<file path="src/rtl/la5_gj_sequencer.sv">
// la5_gj_sequencer: pivot-ordering and command sequencer for Gauss-Jordan
// inversion of an N x N matrix. The datapath holds the matrix; this block
// searches for pivots and issues SWAP / NORM / ELIM row commands over valid/ready.
module la5_gj_sequencer #(
    parameter int unsigned N  = 5,
    parameter int unsigned IW = 3
) (
    input  logic          clk,
    input  logic          reset,
    input  logic          start,
    output logic          busy,
    output logic          done,
    output logic          singular,
    output logic [IW-1:0] piv_rd_row,
    input  logic          piv_nz,
    output logic          op_valid,
    input  logic          op_ready,
    output logic [1:0]    op_code,
    output logic [IW-1:0] op_pivot,
    output logic [IW-1:0] op_row
);

    localparam logic [IW-1:0] LAST_IDX = IW'(N - 1);
    localparam logic [IW-1:0] PRE_LAST = IW'(N - 2);
    localparam logic [IW-1:0] IDX_ZERO = IW'(0);
    localparam logic [IW-1:0] IDX_ONE  = IW'(1);
    localparam logic [IW-1:0] IDX_TWO  = IW'(2);

    localparam logic [1:0] OP_NORM = 2'd0;
    localparam logic [1:0] OP_ELIM = 2'd1;
    localparam logic [1:0] OP_SWAP = 2'd2;

    typedef enum logic [2:0] {
        S_IDLE,
        S_FIND,
        S_SWAP,
        S_NORM,
        S_ELIM,
        S_NEXT,
        S_DONE,
        S_FAIL
    } state_t;

    state_t        state_q, state_d;
    logic [IW-1:0] k_q, k_d;         // pivot column / row
    logic [IW-1:0] j_q, j_d;         // row under test during the pivot search
    logic [IW-1:0] row_q, row_d;     // target row of the presented command
    logic          busy_q, busy_d;
    logic          done_q, done_d;
    logic          singular_q, singular_d;
    logic          op_valid_q, op_valid_d;
    logic [1:0]    op_code_q, op_code_d;

    logic [IW-1:0] elim_nxt;
    logic          elim_last;

    // Next-state, index and registered-output computation
    always_comb begin
        state_d    = state_q;
        k_d        = k_q;
        j_d        = j_q;
        row_d      = row_q;
        singular_d = singular_q;
        busy_d     = busy_q;
        done_d     = 1'b0;
        op_valid_d = 1'b0;
        op_code_d  = op_code_q;

        // Next eliminated row skips the pivot row; last row depends on whether k is last
        elim_nxt  = row_q + IDX_ONE;
        if (elim_nxt == k_q) begin
            elim_nxt = row_q + IDX_TWO;
        end
        elim_last = (row_q == LAST_IDX) || ((row_q == PRE_LAST) && (k_q == LAST_IDX));

        unique case (state_q)
            S_IDLE: begin
                if (start) begin
                    state_d    = S_FIND;
                    k_d        = IDX_ZERO;
                    j_d        = IDX_ZERO;
                    singular_d = 1'b0;
                end
            end
            S_FIND: begin
                if (piv_nz) begin
                    if (j_q == k_q) begin
                        state_d = S_NORM;
                        row_d   = k_q;
                    end else begin
                        state_d = S_SWAP;
                        row_d   = j_q;
                    end
                end else if (j_q == LAST_IDX) begin
                    state_d    = S_FAIL;
                    singular_d = 1'b1;
                end else begin
                    j_d = j_q + IDX_ONE;
                end
            end
            S_SWAP: begin
                if (op_ready) begin
                    state_d = S_NORM;
                    row_d   = k_q;
                end
            end
            S_NORM: begin
                if (op_ready) begin
                    state_d = S_ELIM;
                    row_d   = (k_q == IDX_ZERO) ? IDX_ONE : IDX_ZERO;
                end
            end
            S_ELIM: begin
                if (op_ready) begin
                    if (elim_last) begin
                        state_d = S_NEXT;
                    end else begin
                        row_d = elim_nxt;
                    end
                end
            end
            S_NEXT: begin
                if (k_q == LAST_IDX) begin
                    state_d = S_DONE;
                end else begin
                    state_d = S_FIND;
                    k_d     = k_q + IDX_ONE;
                    j_d     = k_q + IDX_ONE;
                end
            end
            S_DONE: state_d = S_IDLE;
            S_FAIL: state_d = S_IDLE;
            default: state_d = S_IDLE;
        endcase

        // Outputs are registered, so they are derived from the state being entered
        busy_d = (state_d != S_IDLE);
        done_d = (state_d == S_DONE) || (state_d == S_FAIL);
        unique case (state_d)
            S_SWAP: begin
                op_valid_d = 1'b1;
                op_code_d  = OP_SWAP;
            end
            S_NORM: begin
                op_valid_d = 1'b1;
                op_code_d  = OP_NORM;
            end
            S_ELIM: begin
                op_valid_d = 1'b1;
                op_code_d  = OP_ELIM;
            end
            default: op_valid_d = 1'b0;
        endcase
    end

    // State and output registers with synchronous reset
    always_ff @(posedge clk) begin
        if (reset) begin
            state_q    <= S_IDLE;
            k_q        <= IDX_ZERO;
            j_q        <= IDX_ZERO;
            row_q      <= IDX_ZERO;
            busy_q     <= 1'b0;
            done_q     <= 1'b0;
            singular_q <= 1'b0;
            op_valid_q <= 1'b0;
            op_code_q  <= OP_NORM;
        end else begin
            state_q    <= state_d;
            k_q        <= k_d;
            j_q        <= j_d;
            row_q      <= row_d;
            busy_q     <= busy_d;
            done_q     <= done_d;
            singular_q <= singular_d;
            op_valid_q <= op_valid_d;
            op_code_q  <= op_code_d;
        end
    end

    assign busy       = busy_q;
    assign done       = done_q;
    assign singular   = singular_q;
    assign piv_rd_row = j_q;
    assign op_valid   = op_valid_q;
    assign op_code    = op_code_q;
    assign op_pivot   = k_q;
    assign op_row     = row_q;

endmodule

</file>
<file path="config.mk">
export PLATFORM = sky130hd
export DESIGN_NAME = la5_gj_sequencer
export DESIGN_NICKNAME = d
export VERILOG_FILES = /design/src/rtl/la5_gj_sequencer.sv
export SDC_FILE = /design/constraint.sdc
export NUM_CORES = 1
export LEC_CHECK = 0
export BUFFER_PORTS_ARGS = -buffer_cell sky130_fd_sc_hd__buf_2
export CORE_ASPECT_RATIO = 2
export CORE_MARGIN = 2
export CORE_UTILIZATION = 25
export DETAILED_ROUTE_END_ITERATION = 10
export PLACE_DENSITY = 0.43
export SLEW_MARGIN = 0
export SYNTH_ARGS = -nofsm -noshare
export SYNTH_HDL_FRONTEND = slang
export SYNTH_SLANG_ARGS = --single-unit
</file>
<file path="constraint.sdc">
create_clock -name clk -period 1.7 [get_ports clk]
set_input_delay 0.17 -clock clk [delete_from_list [all_inputs] [get_ports clk]]
set_output_delay 0.17 -clock clk [all_outputs]
set_load 0.01 [all_outputs]
</file>
==> run metrics, run 1 <==
status=complete, but fails checks; failing checks=setup timing; diode count=0; Syn Nets=166; CTS root buf=clkbuf_8; commonest cells after routing, fill and taps aside=27 x buf_4, 19 x buf_2, 16 x nor2_1; GRT Total Usage=13.5%; Reg2Reg Depth=7; Worst Hold Class=primary input to flop; YS warnings=0; RSZ-0062 raised after global routing=yes; Total Neg Setup Slack=-29.7 ps; Mean Syn Cell Area=8.40 um2; Worst R2R Setup Slack=-20 ps; clock slew at reported path FFs=80 ps; Nets=209; WP data required=1850 ps; cell area after synthesis=1290 um2; Max IR drop VDD=0.563 mV; Max Freq=582 MHz; FF-to-FF Start=op_row[0]; Post-Synthesis Cells=154; critical path, cell by cell=ha_4 > ha_4 > xor2_2 > nand3_2 > nor2_2 > a211oi_2 > o41ai_2; Synth Area in XOR/XNOR=6.09%; die area=5800 um2; first-pass GRT wire length=5880 um; Startpoint Class=flop; P&R area growth vs syn=38.3%; routability cong.=0.815; initial antenna violation count=0; Power Density=665 nW/um2; ys flop type=dfxtp_1; Slew headroom=68.7%; final total power=1.19 mW; r2r endpoint=op_row[1]; core area=5050 um2; post-route ant nets=0; Seq/Total Area, Yosys=27.9%; Worst path depth=7; most common cell after layout, fill and taps aside=buf_4; Clk Latency, worst-skew pair=260 ps; Leak=0.738 nW; row count=37; final core utilization=35.5%; largest cells by area after synthesis=dfxtp_1 28%, ha_1 6.8%, nor2_1 5.2%; complex-gate fraction of the synthesized area=22.5%; Period minus WS final=1720 ps; largest net degree at the start of global routing=24; Unique masters post-synth=50; layout cells sized above 1=43.4%; CTS H-tree depth=1; Worst EP arrival=1870 ps; largest area contributor in the synthesized netlist=dfxtp_1; main combinational cell family by area after synthesis=simple AND/OR/NAND/NOR gates; Period Utilization, post-route=101%; critical path's top delay family=adder cells; slowest CP cell=dfxtp_4; Place WS=-80.9 ps; Tightest Pin Transition=466 ps; Synth top area share=27.9%; Simple-Gate Fraction of Synth Area=23.8%; vias in the first global route=1239; fin. max-slew vios=0; crit path from=op_row[0]; mux cell area share after synthesis=4.64%; final setup fails=2; CP peak stage delay=360 ps; DRT Wirelength=3560 um; CTS tree=done; Crit path buffers/inverters=0; hold_sp=start; Synth Area in Adders=6.77%; Num CTS Buffers=3; flops & latches, synth=18; CP dominant cell by count=ha_4; maxcap violations=0; vias per inst=4.93; DPL Wire Length=2680 um; Final Hold Vio Count=0; EDFF count, synth=0; drt pass-1 iters=4; CP Max Fanout=4; routed len/inst=14.0 um; die height=106 um; vias post-DR=1252; PnR worst setup slack=-17.7 ps; Worst Clk Skew=4.38 ps; Die Width=54.9 um; PortBufs=19; Initial Utilization=25.6%; DRC Markers=0; Worst setup EP type=flop; CTS Buffer Depth=2; CTS Sinks=18; CP Capture Point=op_row[1]; Overflow after GRT=0; worst setup path category=flop to flop; Top Ports=20; fraction of registers with async set/reset=0%; 1st-iter DRT viols=20
kinds of logic after synthesis:
family	count (synthesis)
buffers and inverters	20
AOI/OAI and AO/OA	40
xor gates and xnor gates	9
muxes	6
DFF	18
and+or+nand+nor	54
adders and majority gates	7
per-layer routing:
metal  track usage, %  wire (um)
met5                0          0
met4             4.46         49
met3             1.84         98
met1             17.9       1540
met2             21.4       1870
timing repair:
action,4_1_cts,5_1_grt
hold buffers,0,0
resized for setup,6,16
buffers inserted,0,2
endpoints found under the setup margin,6,12
pin swaps,6,7
area by class of cell:
cell class / count / area (um2)
multi-input cells: 116 / 930
repair buffers: 47 / 318
well taps: 58 / 72.6
inverters: 11 / 41.3
flip-flops and latches: 18 / 373
fillers: 555 / 3260
clock buffers: 4 / 55.1
worst min-delay path by stage:
stage | depth (start not counted) | endpoint | slack, ps
finish | 2 | singular | 140
global route | 2 | singular | 140
detailed placement | 2 | singular | 410
CTS | 2 | singular | 130
global placement | 2 | singular | 410
floorplan | 1 | singular | 280
cells in the mapped netlist, drive strengths merged, types with 2 or more instances:
library cell,count
nand3,3
inv,11
a31oi,3
nand3b,6
nand2,8
o41ai,2
buf,7
mux2i,6
dfxtp,18
o21ai,6
a21oi,10
nor2b,3
clkbuf,2
a211oi,4
nor2,18
nand4,2
xnor2,7
xor2,2
nand2b,3
ha,7
through the flow:
step	hold WS, ps	area, um2	cells
6_report	141	1790	254
5_1_grt	141	1790	254
4_1_cts	131	1690	252
3_5_place_dp	412	1620	248
3_3_place_gp	410	1620	248
2_1_floorplan	279	1310	154
worst reg2reg max path, delay by kind of cell, from the launching register on:
kind                       cells  cell delay [ps]
AOI/OAI and AO/OA              2              380
xor gates and xnor gates       1              160
adders and majority gates      2              440
DFF                            1              360
and+or+nand+nor                2              270
report_power, final:
| group | internal, mW | total (mW) | switching (mW) | leakage (nW) |
|---|---|---|---|---|
| Sequential | 0.443 | 0.461 | 0.0184 | 0.150 |
| Clock | 0.206 | 0.367 | 0.161 | 0.0288 |
| Combinational | 0.178 | 0.363 | 0.184 | 0.560 |
| Total | 0.827 | 1.19 | 0.363 | 0.738 |
state kept, by name, indices dropped and copies added, names as in the netlist:
signal      count
done            1
op_pivot        3
op_valid        1
op_row          3
op_code         2
singular        1
state_q         3
piv_rd_row      3
busy            1
(Power assumes the default switching activity.)
==> run 2: changes to the inputs <==
PLACE_DENSITY = 0.42   (was 0.43)
clock period = 2 ns   (was 1.7 ns; I/O delays follow)
==> run 2 against run 1 <==
Against the previous run:
- the flow now finishes without violations
- hold slack improved by 44 ps
- die area did not move
- via count fell by 5.4%
- sequential power fell by 12%
- wire length fell by 6.3%
- fmax fell by 8.2%
- power fell by 19%
- core utilization fell by 4.8 points
- non-clock buffer count fell by 16
- combinational power fell by 32%
- sequential share of layout area rose by 2.5 points
- highest routed layer unchanged
==> run metrics, run 2 (synthesized netlist as in run 1, its figures left out) <==
vias per inst=4.98; die height=106 um; final total power=966 uW; WHS Path Cells=2; Startpoint Class=flop; first-pass GRT wire length=5600 um; clock slew at reported path FFs=80 ps; Crit path buffers/inverters=0; fin. max-slew vios=0; Period Utilization, post-route=93.6%; Tightest Pin Transition=435 ps; Worst EP arrival=2080 ps; diode count=0; layout cells sized above 1=26.1%; Initial Utilization=25.6%; Placed Instances=234; worst setup path category=flop to flop; Die Width=54.9 um; most common cell after layout, fill and taps aside=buf_2; DPL Wire Length=2540 um; maxcap violations=0; Worst Hold Class=primary input to flop; WP data required=2210 ps; initial antenna violation count=0; final setup fails=0; Nets=193; critical path, cell by cell=ha_1 > ha_1 > a32o_1 > nand3_1 > o221ai_2 > or4_1 > nand3_1; Reg2Reg Depth=7; critical path's top delay family=simple AND/OR/NAND/NOR gates; CTS root buf=clkbuf_8; Period minus WS final=1870 ps; vias in the first global route=1169; routability cong.=0.739; CTS H-tree depth=1; Worst path depth=7; commonest cells after routing, fill and taps aside=19 x buf_2, 18 x nor2_1, 17 x dfxtp_1; largest net degree at the start of global routing=24; Max Freq=534 MHz; CTS Sinks=18; row count=37; Leak=0.631 nW; CP Max Fanout=4; PortBufs=19; CTS tree=done; drt pass-1 iters=4; Post-Layout Cell Count=238; Num CTS Buffers=3; DRC Markers=0; GRT Total Usage=12.9%; CTS Buffer Depth=2; die area=5800 um2; CP peak stage delay=490 ps; slowest CP cell=or4_1; count of hold-fix buffers inserted at cts=0; Total Neg Setup Slack=0 ps; Overflow after GRT=0; routed len/inst=14.0 um; post-route ant nets=0; DRT Wirelength=3340 um; Slew headroom=70.9%; Max IR drop VDD=0.357 mV; P&R area growth vs syn=19.5%; Setup Fix Bufs, Post-CTS=0; Final Hold Vio Count=0; Worst setup EP type=flop; RSZ-0062 raised after global routing=no; Worst R2R Setup Slack=130 ps; vias post-DR=1185; Power Density=625 nW/um2; Worst Clk Skew=3.84 ps; 1st-iter DRT viols=9; core area=5050 um2; final core utilization=30.6%; Top Ports=20; Clk Latency, worst-skew pair=260 ps; status=finished, final reports clean
==> run 2: cell count changes in the layout (fill, tap and decap cells not counted), sizes merged <==
cell,delta
buf,-16
==> run 2: stage by stage <==
stage / setup slack [ps] / hold slack [ps] / area (um2)
6_report: 129 / 184 / 1550
5_1_grt: 6.86 / 192 / 1550
4_1_cts: 105 / 183 / 1540
3_5_place_dp: 136 / 465 / 1490
3_3_place_gp: 181 / 474 / 1490
2_1_floorplan: 175 / 309 / 1290
==> run 2: area by class of cell <==
| type | instances | area, um2 |
|---|---|---|
| Inverter | 11 | 41.3 |
| Fill cell | 546 | 3500 |
| Clock buffer | 4 | 55.1 |
| Tap cell | 58 | 72.6 |
| Sequential cell | 18 | 362 |
| Multi-Input combinational cell | 116 | 831 |
| Timing Repair Buffer | 31 | 185 |
==> run 2: per-layer routing <==
| layer | GRT usage [%] | routed length [um] |
|---|---|---|
| met3 | 1.27 | 107 |
| met4 | 4.29 | 29 |
| met2 | 21.0 | 1710 |
| met5 | 0 | 0 |
| met1 | 16.9 | 1490 |
==> run 2: final timing paths <==
path | endpoint | startpoint
setup / recovery | op_code[1] | op_row[0]
hold / removal | singular | start
setup reg to reg | op_code[1] | op_row[0]
hold reg to reg | op_code[0] | op_code[0]
==> run 2: report_power, final <==
part	switching [mW]	internal, mW
clock	0.140	0.175
combinational	0.133	0.114
sequential	0.0264	0.378
==> run 2: repair_timing <==
action,in CTS,in global routing
endpoints found under the setup margin,0,1
endpoints found under the hold margin,0,0
resized for setup,0,2
